File: config.mk
export PLATFORM = sky130hd
export DESIGN_NAME = controle_multiciclo_flat
export DESIGN_NICKNAME = d
export VERILOG_FILES = /design/src/rtl/controle_multiciclo_pkg.sv /design/src/rtl/controle_multiciclo_if.sv /design/src/rtl/controle_multiciclo.sv /design/src/flat_wrapper.sv
export SDC_FILE = /design/constraint.sdc
export NUM_CORES = 1
export LEC_CHECK = 0
export BUFFER_PORTS_ARGS = -buffer_cell sky130_fd_sc_hd__buf_4
export CAP_MARGIN = 25
export CORE_ASPECT_RATIO = 1.25
export CORE_UTILIZATION = 40
export DETAILED_ROUTE_END_ITERATION = 6
export PLACE_DENSITY = 0.61
export SLEW_MARGIN = 25
export SYNTH_ARGS = -nofsm -noshare
export SYNTH_HDL_FRONTEND = slang
export SYNTH_SLANG_ARGS = --single-unit
export TNS_END_PERCENT = 100
File: constraint.sdc
create_clock -name Clock -period 4.79 [get_ports Clock]
set_clock_uncertainty 0.15 [all_clocks]
set_input_delay 0.958 -clock Clock [delete_from_list [all_inputs] [get_ports Clock]]
set_output_delay 0.958 -clock Clock [all_outputs]
set_load 0.05 [all_outputs]
File: src/rtl/controle_multiciclo_pkg.sv
// Shared definitions for the multicycle MIPS controller: opcodes, state codes,
// datapath mux codes and the Moore output table.
package controle_multiciclo_pkg;

  localparam logic [5:0] OP_RTYPE = 6'h00;
  localparam logic [5:0] OP_LW    = 6'h23;
  localparam logic [5:0] OP_SW    = 6'h2B;
  localparam logic [5:0] OP_BEQ   = 6'h04;
  localparam logic [5:0] OP_J     = 6'h02;
  localparam logic [5:0] OP_ADDI  = 6'h08;

  localparam logic [1:0] ALUOP_ADD   = 2'b00;
  localparam logic [1:0] ALUOP_SUB   = 2'b01;
  localparam logic [1:0] ALUOP_FUNCT = 2'b10;

  localparam logic [1:0] SRCB_REG_B   = 2'b00;
  localparam logic [1:0] SRCB_FOUR    = 2'b01;
  localparam logic [1:0] SRCB_IMM     = 2'b10;
  localparam logic [1:0] SRCB_IMM_SH2 = 2'b11;

  localparam logic [1:0] PCSRC_ALU    = 2'b00;
  localparam logic [1:0] PCSRC_ALUOUT = 2'b01;
  localparam logic [1:0] PCSRC_JUMP   = 2'b10;

  typedef enum logic [3:0] {
    ST_FETCH     = 4'd0,
    ST_DECODE    = 4'd1,
    ST_MEM_ADDR  = 4'd2,
    ST_MEM_READ  = 4'd3,
    ST_MEM_WB    = 4'd4,
    ST_MEM_WRITE = 4'd5,
    ST_R_EXEC    = 4'd6,
    ST_R_WB      = 4'd7,
    ST_BRANCH    = 4'd8,
    ST_JUMP      = 4'd9,
    ST_ADDI_EXEC = 4'd10,
    ST_ADDI_WB   = 4'd11,
    ST_ILLEGAL   = 4'd12
  } state_t;

  typedef struct packed {
    logic       pc_write;
    logic       pc_write_cond;
    logic       iord;
    logic       mem_read;
    logic       mem_write;
    logic       ir_write;
    logic       mem_to_reg;
    logic       reg_write;
    logic       reg_dst;
    logic       alu_src_a;
    logic [1:0] alu_src_b;
    logic [1:0] alu_op;
    logic [1:0] pc_source;
    logic       excecao;
  } ctrl_t;

  // Pure Moore outputs; the handshake-dependent terms are added by the controller.
  function automatic ctrl_t decode_state(input state_t s);
    ctrl_t c;
    c = '0;
    case (s)
      ST_FETCH: begin
        c.mem_read  = 1'b1;
        c.alu_src_b = SRCB_FOUR;
        c.alu_op    = ALUOP_ADD;
        c.pc_source = PCSRC_ALU;
      end
      ST_DECODE: begin
        c.alu_src_b = SRCB_IMM_SH2;
        c.alu_op    = ALUOP_ADD;
      end
      ST_MEM_ADDR, ST_ADDI_EXEC: begin
        c.alu_src_a = 1'b1;
        c.alu_src_b = SRCB_IMM;
        c.alu_op    = ALUOP_ADD;
      end
      ST_MEM_READ: begin
        c.mem_read = 1'b1;
        c.iord     = 1'b1;
      end
      ST_MEM_WB: begin
        c.reg_write  = 1'b1;
        c.mem_to_reg = 1'b1;
      end
      ST_MEM_WRITE: begin
        c.mem_write = 1'b1;
        c.iord      = 1'b1;
      end
      ST_R_EXEC: begin
        c.alu_src_a = 1'b1;
        c.alu_src_b = SRCB_REG_B;
        c.alu_op    = ALUOP_FUNCT;
      end
      ST_R_WB: begin
        c.reg_write = 1'b1;
        c.reg_dst   = 1'b1;
      end
      ST_ADDI_WB: begin
        c.reg_write = 1'b1;
      end
      ST_BRANCH: begin
        c.alu_src_a     = 1'b1;
        c.alu_src_b     = SRCB_REG_B;
        c.alu_op        = ALUOP_SUB;
        c.pc_write_cond = 1'b1;
        c.pc_source     = PCSRC_ALUOUT;
      end
      ST_JUMP: begin
        c.pc_write  = 1'b1;
        c.pc_source = PCSRC_JUMP;
      end
      ST_ILLEGAL: begin
        c.excecao = 1'b1;
      end
      default: c = '0;
    endcase
    return c;
  endfunction

  function automatic state_t decode_opcode(input logic [5:0] op);
    case (op)
      OP_RTYPE:     return ST_R_EXEC;
      OP_LW, OP_SW: return ST_MEM_ADDR;
      OP_BEQ:       return ST_BRANCH;
      OP_J:         return ST_JUMP;
      OP_ADDI:      return ST_ADDI_EXEC;
      default:      return ST_ILLEGAL;
    endcase
  endfunction

  function automatic logic is_mem_state(input state_t s);
    return (s == ST_FETCH) || (s == ST_MEM_READ) || (s == ST_MEM_WRITE);
  endfunction

endpackage

File: src/rtl/controle_multiciclo_if.sv
// Controller <-> datapath/memory signal bundle. The controller is the master:
// it consumes Opcode and Mem_Ready and drives every control line.
interface controle_multiciclo_if;
  logic [5:0] Opcode;
  logic       Mem_Ready;
  logic       PC_Write;
  logic       PC_Write_Cond;
  logic       IorD;
  logic       Mem_Read;
  logic       Mem_Write;
  logic       IR_Write;
  logic       Mem_to_Reg;
  logic       Reg_Write;
  logic       Reg_Dst;
  logic       ALU_Src_A;
  logic [1:0] ALU_Src_B;
  logic [1:0] ALU_Op;
  logic [1:0] PC_Source;
  logic       Excecao;
  logic [3:0] Estado;

  // Memory handshake: a request (Mem_Read/Mem_Write) is held while the FSM sits in
  // a memory state; the access completes in the cycle Mem_Ready is sampled high.
  modport master (
    input  Opcode, Mem_Ready,
    output PC_Write, PC_Write_Cond, IorD, Mem_Read, Mem_Write, IR_Write,
           Mem_to_Reg, Reg_Write, Reg_Dst, ALU_Src_A, ALU_Src_B, ALU_Op,
           PC_Source, Excecao, Estado
  );

  modport slave (
    output Opcode, Mem_Ready,
    input  PC_Write, PC_Write_Cond, IorD, Mem_Read, Mem_Write, IR_Write,
           Mem_to_Reg, Reg_Write, Reg_Dst, ALU_Src_A, ALU_Src_B, ALU_Op,
           PC_Source, Excecao, Estado
  );
endinterface

File: src/rtl/controle_multiciclo.sv
// Multicycle MIPS control FSM: one state register, one memory wait counter with
// timeout abort, and a state-decoded output table.
module controle_multiciclo
  import controle_multiciclo_pkg::*;
#(
  parameter int MEM_TIMEOUT   = 15,
  parameter bit USE_MEM_READY = 1'b1
) (
  input  logic                  Clock,
  input  logic                  Reset,
  controle_multiciclo_if.master ctl
);

  localparam logic [7:0] TIMEOUT_C = 8'(MEM_TIMEOUT);

  state_t     state;
  state_t     state_nxt;
  logic [7:0] wait_cnt;
  logic       mem_rdy;
  logic       timeout;
  ctrl_t      ctrl;

  assign mem_rdy = USE_MEM_READY ? ctl.Mem_Ready : 1'b1;

  // A ready in the timeout cycle still counts as completion.
  assign timeout = is_mem_state(state) && !mem_rdy && (wait_cnt == TIMEOUT_C);

  always_comb begin
    state_nxt = state;
    case (state)
      ST_FETCH:     if (mem_rdy) state_nxt = ST_DECODE;
      ST_DECODE:    state_nxt = decode_opcode(ctl.Opcode);
      ST_MEM_ADDR:  state_nxt = (ctl.Opcode == OP_LW) ? ST_MEM_READ : ST_MEM_WRITE;
      ST_MEM_READ:  if (mem_rdy) state_nxt = ST_MEM_WB;
      ST_MEM_WRITE: if (mem_rdy) state_nxt = ST_FETCH;
      ST_R_EXEC:    state_nxt = ST_R_WB;
      ST_ADDI_EXEC: state_nxt = ST_ADDI_WB;
      default:      state_nxt = ST_FETCH;
    endcase
    if (timeout) state_nxt = ST_FETCH;
  end

  // The counter restarts on every state change and on a timeout, which can
  // leave the FSM in FETCH and must still give the next fetch a fresh budget.
  always_ff @(posedge Clock) begin
    if (Reset) begin
      state    <= ST_FETCH;
      wait_cnt <= 8'd0;
    end else begin
      state <= state_nxt;
      if (timeout || (state_nxt != state)) wait_cnt <= 8'd0;
      else if (is_mem_state(state) && !mem_rdy) wait_cnt <= wait_cnt + 8'd1;
    end
  end

  always_comb begin
    ctrl = decode_state(state);
    if (state == ST_FETCH) begin
      ctrl.ir_write = mem_rdy;
      ctrl.pc_write = mem_rdy;
    end
    if (timeout) ctrl.excecao = 1'b1;
    if (Reset) ctrl = '0;
  end

  assign ctl.PC_Write      = ctrl.pc_write;
  assign ctl.PC_Write_Cond = ctrl.pc_write_cond;
  assign ctl.IorD          = ctrl.iord;
  assign ctl.Mem_Read      = ctrl.mem_read;
  assign ctl.Mem_Write     = ctrl.mem_write;
  assign ctl.IR_Write      = ctrl.ir_write;
  assign ctl.Mem_to_Reg    = ctrl.mem_to_reg;
  assign ctl.Reg_Write     = ctrl.reg_write;
  assign ctl.Reg_Dst       = ctrl.reg_dst;
  assign ctl.ALU_Src_A     = ctrl.alu_src_a;
  assign ctl.ALU_Src_B     = ctrl.alu_src_b;
  assign ctl.ALU_Op        = ctrl.alu_op;
  assign ctl.PC_Source     = ctrl.pc_source;
  assign ctl.Excecao       = ctrl.excecao;
  assign ctl.Estado        = Reset ? ST_FETCH : state;

endmodule

File: src/flat_wrapper.sv
// flat-port wrapper written by rule: the top's interface ports become plain ports
module controle_multiciclo_flat import controle_multiciclo_pkg::*;
#(
  parameter int MEM_TIMEOUT   = 15,
  parameter bit USE_MEM_READY = 1'b1
)
  (Clock, Reset, ctl_Opcode, ctl_Mem_Ready, ctl_PC_Write, ctl_PC_Write_Cond, ctl_IorD, ctl_Mem_Read, ctl_Mem_Write, ctl_IR_Write, ctl_Mem_to_Reg, ctl_Reg_Write, ctl_Reg_Dst, ctl_ALU_Src_A, ctl_ALU_Src_B, ctl_ALU_Op, ctl_PC_Source, ctl_Excecao, ctl_Estado);
  controle_multiciclo_if ctl_i ();
  input  logic Clock;
  input  logic Reset;
  input wire logic [$bits(ctl_i.Opcode)-1:0] ctl_Opcode;
  input wire logic [$bits(ctl_i.Mem_Ready)-1:0] ctl_Mem_Ready;
  output wire logic [$bits(ctl_i.PC_Write)-1:0] ctl_PC_Write;
  output wire logic [$bits(ctl_i.PC_Write_Cond)-1:0] ctl_PC_Write_Cond;
  output wire logic [$bits(ctl_i.IorD)-1:0] ctl_IorD;
  output wire logic [$bits(ctl_i.Mem_Read)-1:0] ctl_Mem_Read;
  output wire logic [$bits(ctl_i.Mem_Write)-1:0] ctl_Mem_Write;
  output wire logic [$bits(ctl_i.IR_Write)-1:0] ctl_IR_Write;
  output wire logic [$bits(ctl_i.Mem_to_Reg)-1:0] ctl_Mem_to_Reg;
  output wire logic [$bits(ctl_i.Reg_Write)-1:0] ctl_Reg_Write;
  output wire logic [$bits(ctl_i.Reg_Dst)-1:0] ctl_Reg_Dst;
  output wire logic [$bits(ctl_i.ALU_Src_A)-1:0] ctl_ALU_Src_A;
  output wire logic [$bits(ctl_i.ALU_Src_B)-1:0] ctl_ALU_Src_B;
  output wire logic [$bits(ctl_i.ALU_Op)-1:0] ctl_ALU_Op;
  output wire logic [$bits(ctl_i.PC_Source)-1:0] ctl_PC_Source;
  output wire logic [$bits(ctl_i.Excecao)-1:0] ctl_Excecao;
  output wire logic [$bits(ctl_i.Estado)-1:0] ctl_Estado;
  assign ctl_i.Opcode = ctl_Opcode;
  assign ctl_i.Mem_Ready = ctl_Mem_Ready;
  assign ctl_PC_Write = ctl_i.PC_Write;
  assign ctl_PC_Write_Cond = ctl_i.PC_Write_Cond;
  assign ctl_IorD = ctl_i.IorD;
  assign ctl_Mem_Read = ctl_i.Mem_Read;
  assign ctl_Mem_Write = ctl_i.Mem_Write;
  assign ctl_IR_Write = ctl_i.IR_Write;
  assign ctl_Mem_to_Reg = ctl_i.Mem_to_Reg;
  assign ctl_Reg_Write = ctl_i.Reg_Write;
  assign ctl_Reg_Dst = ctl_i.Reg_Dst;
  assign ctl_ALU_Src_A = ctl_i.ALU_Src_A;
  assign ctl_ALU_Src_B = ctl_i.ALU_Src_B;
  assign ctl_ALU_Op = ctl_i.ALU_Op;
  assign ctl_PC_Source = ctl_i.PC_Source;
  assign ctl_Excecao = ctl_i.Excecao;
  assign ctl_Estado = ctl_i.Estado;
  controle_multiciclo #(.MEM_TIMEOUT(MEM_TIMEOUT), .USE_MEM_READY(USE_MEM_READY)) u_core (.Clock(Clock), .Reset(Reset), .ctl(ctl_i));
endmodule
==> results.sh, run 1 <==
export IMPL_status="completed"
export IMPL_placedCellCount=198
export IMPL_drc_errors=0
export IMPL_pin_count=30
export IMPL_dp_hpwl_um=2000
export IMPL_async_reset_ff_share_pct=0
export IMPL_stdcell_count=202
export IMPL_synth_top_cell_by_area="dfxtp_1"
export IMPL_start_util_pct=42.3
export IMPL_vias=1105
export IMPL_cts_sinks=12
export IMPL_slew_limit_headroom_pct=41.6
export IMPL_slowest_stage="dfxtp_1"
export IMPL_worst_slew_pin_slew_ns=0.874
export IMPL_power_density_nw_per_um2=219
export IMPL_die_area_um2=3050
export IMPL_critPathKind="flip-flop to output pin"
export IMPL_max_cap_violations=0
export IMPL_p_sw_w=0.000112
export IMPL_grt_overflow=0
export IMPL_syn_num_nets=157
export IMPL_cts_buffer_depth=2
export IMPL_die_h_um=61.5
export IMPL_hold_buffers=0
export IMPL_clk_pin_slew_worst_paths_ns=0.08
export IMPL_cts_tree="done"
export IMPL_post_cts_resized_instances=0
export IMPL_crit_required_ns=3.68
export IMPL_fillers=273
export IMPL_final_nets=179
export IMPL_synth_commonest_cells="nor2_1 (18), dfxtp_1 (12), nor2_2 (9), nor3_1 (9)"
export IMPL_clk_root_buffer_cell="clkbuf_4"
export IMPL_yosys_cell_count_top_type="nor2_1"
export IMPL_r2r_slack_ns=2.47
export IMPL_crit_path_end_kind="output pin"
export IMPL_synth_edf_count=0
export IMPL_cts_made_buffers=3
export IMPL_clk_latency_ns=0.28
export IMPL_netlist_area_um2=1130
export IMPL_hold_class="flip-flop to flip-flop"
export IMPL_synth_top_cell_area_share_pct=21.2
export IMPL_drtIter0Drc=14
export IMPL_cts_setup_buffers=0
export IMPL_worst_slack_ns=1.30
export IMPL_cp_arrival_ns=2.38
export IMPL_reg2reg_depth=5
export IMPL_setup_viol=0
export IMPL_wl_per_cell_um=13.2
export IMPL_intPower_w=0.000186
export IMPL_power_frac_seq_pct=39.0
export IMPL_vias_per_cell=5.47
export IMPL_final_max_slew_violation_count=0
export IMPL_max_stage_delay_ns=0.79
export IMPL_swShare_pct=37.5
export IMPL_ys_flop_type="dfxtp_1"
export IMPL_grt_util_all_layers_pct=18.7
export IMPL_peakVddDrop_mv=0.144
export IMPL_hold_viol=0
export IMPL_use_met3_pct=1.48
export IMPL_first_pass_iters=4
export IMPL_dp_worst_setup_slack_ns=1.36
export IMPL_area_growth_pct=20.2
export IMPL_yosysSeqAreaShare_pct=21.2
export IMPL_fin_tns_setup_ns=0
export IMPL_crit_chain="nor4b_2 -> a22oi_4 -> nor3_2 -> a31oi_1 -> nor2_1 -> buf_4"
export IMPL_clock_power_share_pct=27.3
export IMPL_core_area_um2=2680
export IMPL_p_comb_share_pct=33.7
export IMPL_syn_avg_cell_area_um2=7.70
export IMPL_antenna_cells=0
export IMPL_cp_max_fo=23
export IMPL_routabilityCongestion=0.880
export IMPL_routed_wl_um=2680
export IMPL_grt_util_met2_pct=33.6
export IMPL_drive_gt1_share_pct=32.1
export IMPL_htreeDepth=1
export IMPL_layout_area_seq_um2=240
export IMPL_grt_pass1_wl_um=4380
export IMPL_period_needed_ns=3.49
export IMPL_met1_usage_pct=23.1
export IMPL_portBuffers=29
export IMPL_ant_nets=0
export IMPL_rsz0062_at_grt="false"
export IMPL_fmaxAchievable_mhz=287
export IMPL_startpoint_type="flip-flop"
export IMPL_multi_input_area_um2=817
export IMPL_grt_pass1_vias=980
export IMPL_syn_inst=147
export IMPL_ys_ff_latch=12
export IMPL_busiest_layer="met2"
export IMPL_synth_area_leaders="dfxtp_1 (21%), nor2_1 (6.0%), xnor2_1 (5.4%), nor2_2 (5.0%), nor3_1 (4.0%)"
export IMPL_yosysWarningCount=0
export IMPL_worstHoldPathCells=2
export IMPL_yosysUniqueCellTypes=52
export IMPL_place_area_um2=1330
export IMPL_grt_max_degree=26
export IMPL_postLayoutCellArea_um2=1360
export IMPL_fp_row_count=21
export IMPL_power_leakage_nw=0.547
export IMPL_die_x_um=49.6
export IMPL_antenna_found_initial=0
export IMPL_fin_crit_sh_pct=72.9
==> cell usage in the layout, fill, tap and decap left out, types with 3 or more instances in the layout <==
| cell type | instances |
|---|---|
| nor2_2 | 9 |
| dfxtp_1 | 12 |
| nor3_1 | 9 |
| xnor2_1 | 7 |
| clkbuf_4 | 3 |
| nor2_1 | 18 |
| nand3_1 | 4 |
| nor4_1 | 3 |
| nand2_1 | 7 |
| o21ai_0 | 4 |
| nor2b_1 | 4 |
| buf_4 | 29 |
| nand4_1 | 3 |
| a21oi_1 | 6 |
| nand2b_1 | 3 |
==> state kept, by name (all words and copies together), names as in the netlist <==
signal,cells
u_core.state,4
u_core.wait_cnt,8
==> critical path, delay by kind of cell (launching register included) <==
kind | cells | cell delay [ns]
DFF | 1 | 0.79
buffers and inverters | 1 | 0.21
AOI/OAI and AO/OA | 2 | 0.22
and+or+nand+nor | 3 | 0.88
==> through the flow <==
stage	hold slack [ns]	total power [W]	util [%]
final	0.371	0.000298	50.8
after global routing	0.404	0.000315	50.8
after CTS	0.374	0.000300	50.8
after detailed placement	0.353	0.000219	49.4
after global placement	0.359	0.000218	49.4
after floorplan	0.333	0.000194	-
==> cell type report <==
type,count,share of cell area (%)
well taps,34,3.12
flip-flops and latches,12,17.6
inverters,2,0.551
multi-input cells,121,60.0
repair buffers,29,16.0
clock buffers,4,2.67
==> kinds of logic after synthesis <==
kind of cell             after synthesis  share of synthesized area (%)
buffers and inverters                 14                           6.63
flip-flops                            12                           21.2
AO/OA/AOI/OAI                         29                           18.9
XOR/XNOR                               9                           6.96
multiplexers                           2                           1.77
AND/OR/NAND/NOR                       79                           42.5
adder cells (fa/ha/maj)                2                           1.99
==> metal layers <==
| metal | wire [µm] | share of wire (%) |
|---|---|---|
| met1 | 1220 | 46 |
| met2 | 1300 | 49 |
| met3 | 114 | 4.3 |
| met4 | 36 | 1.3 |
| met5 | 0 | 0 |
==> final timing paths <==
kind	from	to
worst max-delay path	u_core.state[0]	ctl_Excecao
worst min-delay path	u_core.wait_cnt[7]	u_core.wait_cnt[7]
worst max register to register	u_core.state[2]	u_core.state[1]
worst min register to register	u_core.wait_cnt[7]	u_core.wait_cnt[7]
==> power groups by stage <==
stage	Clock (W)	Combinational, W	Sequential (W)
floorplan	0	0.0000860	0.000108
global placement	0	0.0000998	0.000118
detailed placement	0	0.000101	0.000119
CTS	0.0000825	0.000101	0.000116
global route	0.0000883	0.000109	0.000118
finish	0.0000814	0.000101	0.000116
Note: power is estimated with default switching activity, not from simulation.
==> inputs of run 2 (changes only) <==
--- a/config.mk
+++ b/config.mk
@@ -5,12 +5,13 @@
 export SDC_FILE = /design/constraint.sdc
 export NUM_CORES = 1
 export LEC_CHECK = 0
+export ABC_AREA = 1
 export BUFFER_PORTS_ARGS = -buffer_cell sky130_fd_sc_hd__buf_4
 export CAP_MARGIN = 25
 export CORE_ASPECT_RATIO = 1.25
 export CORE_UTILIZATION = 40
 export DETAILED_ROUTE_END_ITERATION = 6
-export PLACE_DENSITY = 0.61
+export PLACE_DENSITY = 0.62
 export SLEW_MARGIN = 25
 export SYNTH_ARGS = -nofsm -noshare
 export SYNTH_HDL_FRONTEND = slang
==> constraint.sdc (replaced) <==
create_clock -name Clock -period 3.6 [get_ports Clock]
set_clock_uncertainty 0.15 [all_clocks]
set_input_delay 0.72 -clock Clock [delete_from_list [all_inputs] [get_ports Clock]]
set_output_delay 0.72 -clock Clock [all_outputs]
set_load 0.05 [all_outputs]
==> results.sh, run 2 <==
export IMPL_status="completed"
export IMPL_largest_register_ffs=8
export IMPL_r2r_slack_ns=1.60
export IMPL_grt_pass1_vias=1116
export IMPL_cts_setup_buffers=0
export IMPL_yosys_area_share_xor_xnor_pct=4.71
export IMPL_drtIter0Drc=44
export IMPL_antenna_cells=0
export IMPL_fin_tns_setup_ns=0
export IMPL_vias_per_cell=4.93
export IMPL_ys_ff_latch=12
export IMPL_grt_max_degree=22
export IMPL_power_density_nw_per_um2=257
export IMPL_syn_avg_cell_area_um2=5.84
export IMPL_wl_per_cell_um=11.5
export IMPL_clk_pin_slew_worst_paths_ns=0.07
export IMPL_cts_sinks=12
export IMPL_setup_viol=0
export IMPL_netlist_area_um2=1120
export IMPL_synth_commonest_cells="nand2_1 (42), nor2_1 (37), inv_1 (24), nand3_1 (15)"
export IMPL_vias=1242
export IMPL_critPathKind="flip-flop to output pin"
export IMPL_routed_wl_um=2900
export IMPL_dp_hpwl_um=2400
export IMPL_cp_startpoint="u_core.state[1]"
export IMPL_synth_edf_count=0
export IMPL_routabilityCongestion=0.859
export IMPL_top_register="u_core.wait_cnt"
export IMPL_cts_buffer_depth=2
export IMPL_crit_path_end_kind="output pin"
export IMPL_ant_nets=0
export IMPL_reg_top3="u_core.wait_cnt x8, u_core.state x4"
export IMPL_synth_area_leaders="dfxtp_1 (22%), nand2_1 (14%), nor2_1 (12%), inv_1 (8.1%), nand3_1 (6.7%)"
export IMPL_power_leakage_nw=0.690
export IMPL_async_reset_ff_share_pct=0
export IMPL_yosysSeqAreaShare_pct=21.5
export IMPL_die_area_um2=3010
export IMPL_peakVddDrop_mv=0.209
export IMPL_rsz0062_at_grt="false"
export IMPL_synthMuxAreaShare_pct=0
export IMPL_holdWs_ns=0.414
export IMPL_cp_arrival_ns=1.78
export IMPL_hold_viol=0
export IMPL_drc_errors=0
export IMPL_area_growth_pct=22.3
export IMPL_layout_common_cells="nand2_1 (42), nor2_1 (37), buf_4 (29), inv_1 (24), nand3_1 (15)"
export IMPL_synthAdderAreaFrac_pct=1.12
export IMPL_post_cts_resized_instances=0
export IMPL_final_max_slew_violation_count=0
export IMPL_r2r_start="u_core.state[1]"
export IMPL_dp_worst_setup_slack_ns=1.19
export IMPL_hold_class="flip-flop to flip-flop"
export IMPL_pin_count=30
export IMPL_drive_gt1_share_pct=27.5
export IMPL_clk_latency_ns=0.26
export IMPL_synth_top_cell_by_area="dfxtp_1"
export IMPL_synth_top_family_by_area="simple AND/OR/NAND/NOR gates"
export IMPL_htreeDepth=1
export IMPL_syn_inst=191
export IMPL_period_needed_ns=2.65
export IMPL_fmaxAchievable_mhz=377
export IMPL_reg2reg_depth=12
export IMPL_postLayoutCellArea_um2=1370
export IMPL_fillers=303
export IMPL_grt_util_all_layers_pct=20.9
export IMPL_hold_buffers=0
export IMPL_die_x_um=49.2
export IMPL_yosys_area_share_simple_pct=53.7
export IMPL_worst_slack_ns=0.949
export IMPL_slew_limit_headroom_pct=77.9
export IMPL_final_nets=230
export IMPL_cts_made_buffers=3
export IMPL_yosysWarningCount=0
export IMPL_core_area_um2=2650
export IMPL_fp_row_count=21
export IMPL_antenna_found_initial=0
export IMPL_crit_required_ns=2.73
export IMPL_yosys_cell_count_top_type="nand2_1"
export IMPL_final_common_cell="nand2_1"
export IMPL_clk_root_buffer_cell="clkbuf_4"
export IMPL_start_util_pct=42.1
export IMPL_grt_overflow=0
export IMPL_worst_slew_pin_slew_ns=0.331
export IMPL_reg2reg_to="u_core.wait_cnt[0]"
export IMPL_synth_top_cell_area_share_pct=21.5
export IMPL_fin_crit_sh_pct=73.6
export IMPL_syn_num_nets=201
export IMPL_first_pass_iters=4
export IMPL_cp_max_fo=8
export IMPL_endpoint="ctl_Excecao"
export IMPL_cts_tree="done"
export IMPL_die_h_um=61.1
export IMPL_synth_compound_area_share_pct=6.50
export IMPL_yosysUniqueCellTypes=25
export IMPL_place_area_um2=1340
export IMPL_startpoint_type="flip-flop"
export IMPL_power_w=0.000350
export IMPL_grt_pass1_wl_um=4800
export IMPL_max_cap_violations=0
export IMPL_ys_flop_type="dfxtp_1"
export IMPL_worstHoldPathCells=4
export IMPL_portBuffers=29
-- run 2: cells by family (layout without fill, tap and decap cells) --
logic type      count (synthesis)  after routing
compound gates                 13             13
buf+inv                        33             60
simple gates                  126            126
xor+xnor                        6              6
fa+ha+maj                       1              1
flops                          12             12
-- run 2: stage by stage --
stage          instances  utilization, %
4_1_cts              252            51.4
3_3_place_gp         249            50.6
2_1_floorplan        191               -
3_5_place_dp         249            50.6
5_1_grt              252            51.4
6_report             252            51.4
-- run 2: worst max-delay path: stages (launching register included) --
cell     delay (ns)
dfxtp_1        0.50
nand2_1        0.12
inv_1          0.12
nand2_1        0.13
nand3_2        0.14
nand3_2        0.12
a21oi_1        0.17
buf_4          0.22
-- run 2: final cells by class --
class                           instances  area, µm²  share of cell area [%]
Tap cell                               34       42.5                    3.12
Clock buffer                            3       22.5                    1.65
Inverter                               28        105                    7.70
Timing Repair Buffer                   29        218                    15.9
Sequential cell                        12        240                    17.6
Multi-Input combinational cell        146        737                    54.0
-- run 2: report_power, final --
group          internal, W  switching [W]
sequential        0.000136     0.00000617
combinational    0.0000389      0.0000902
clock            0.0000386      0.0000404
total             0.000214       0.000137
-- run 2: how the worst min path moves through the flow --
stage                        from  slack [ns]                  to
2_1_floorplan  u_core.wait_cnt[1]        0.38  u_core.wait_cnt[1]
3_3_place_gp   u_core.wait_cnt[1]        0.40  u_core.wait_cnt[1]
3_5_place_dp   u_core.wait_cnt[1]        0.41  u_core.wait_cnt[1]
4_1_cts        u_core.wait_cnt[1]        0.42  u_core.wait_cnt[1]
5_1_grt        u_core.wait_cnt[2]        0.48  u_core.wait_cnt[2]
6_report       u_core.wait_cnt[1]        0.41  u_core.wait_cnt[1]
-- run 2: per-layer routing --
layer  wire (µm)  track usage [%]
met5           0                0
met1        1200             23.0
met3         129            0.988
met4          29             8.82
met2        1540             41.9
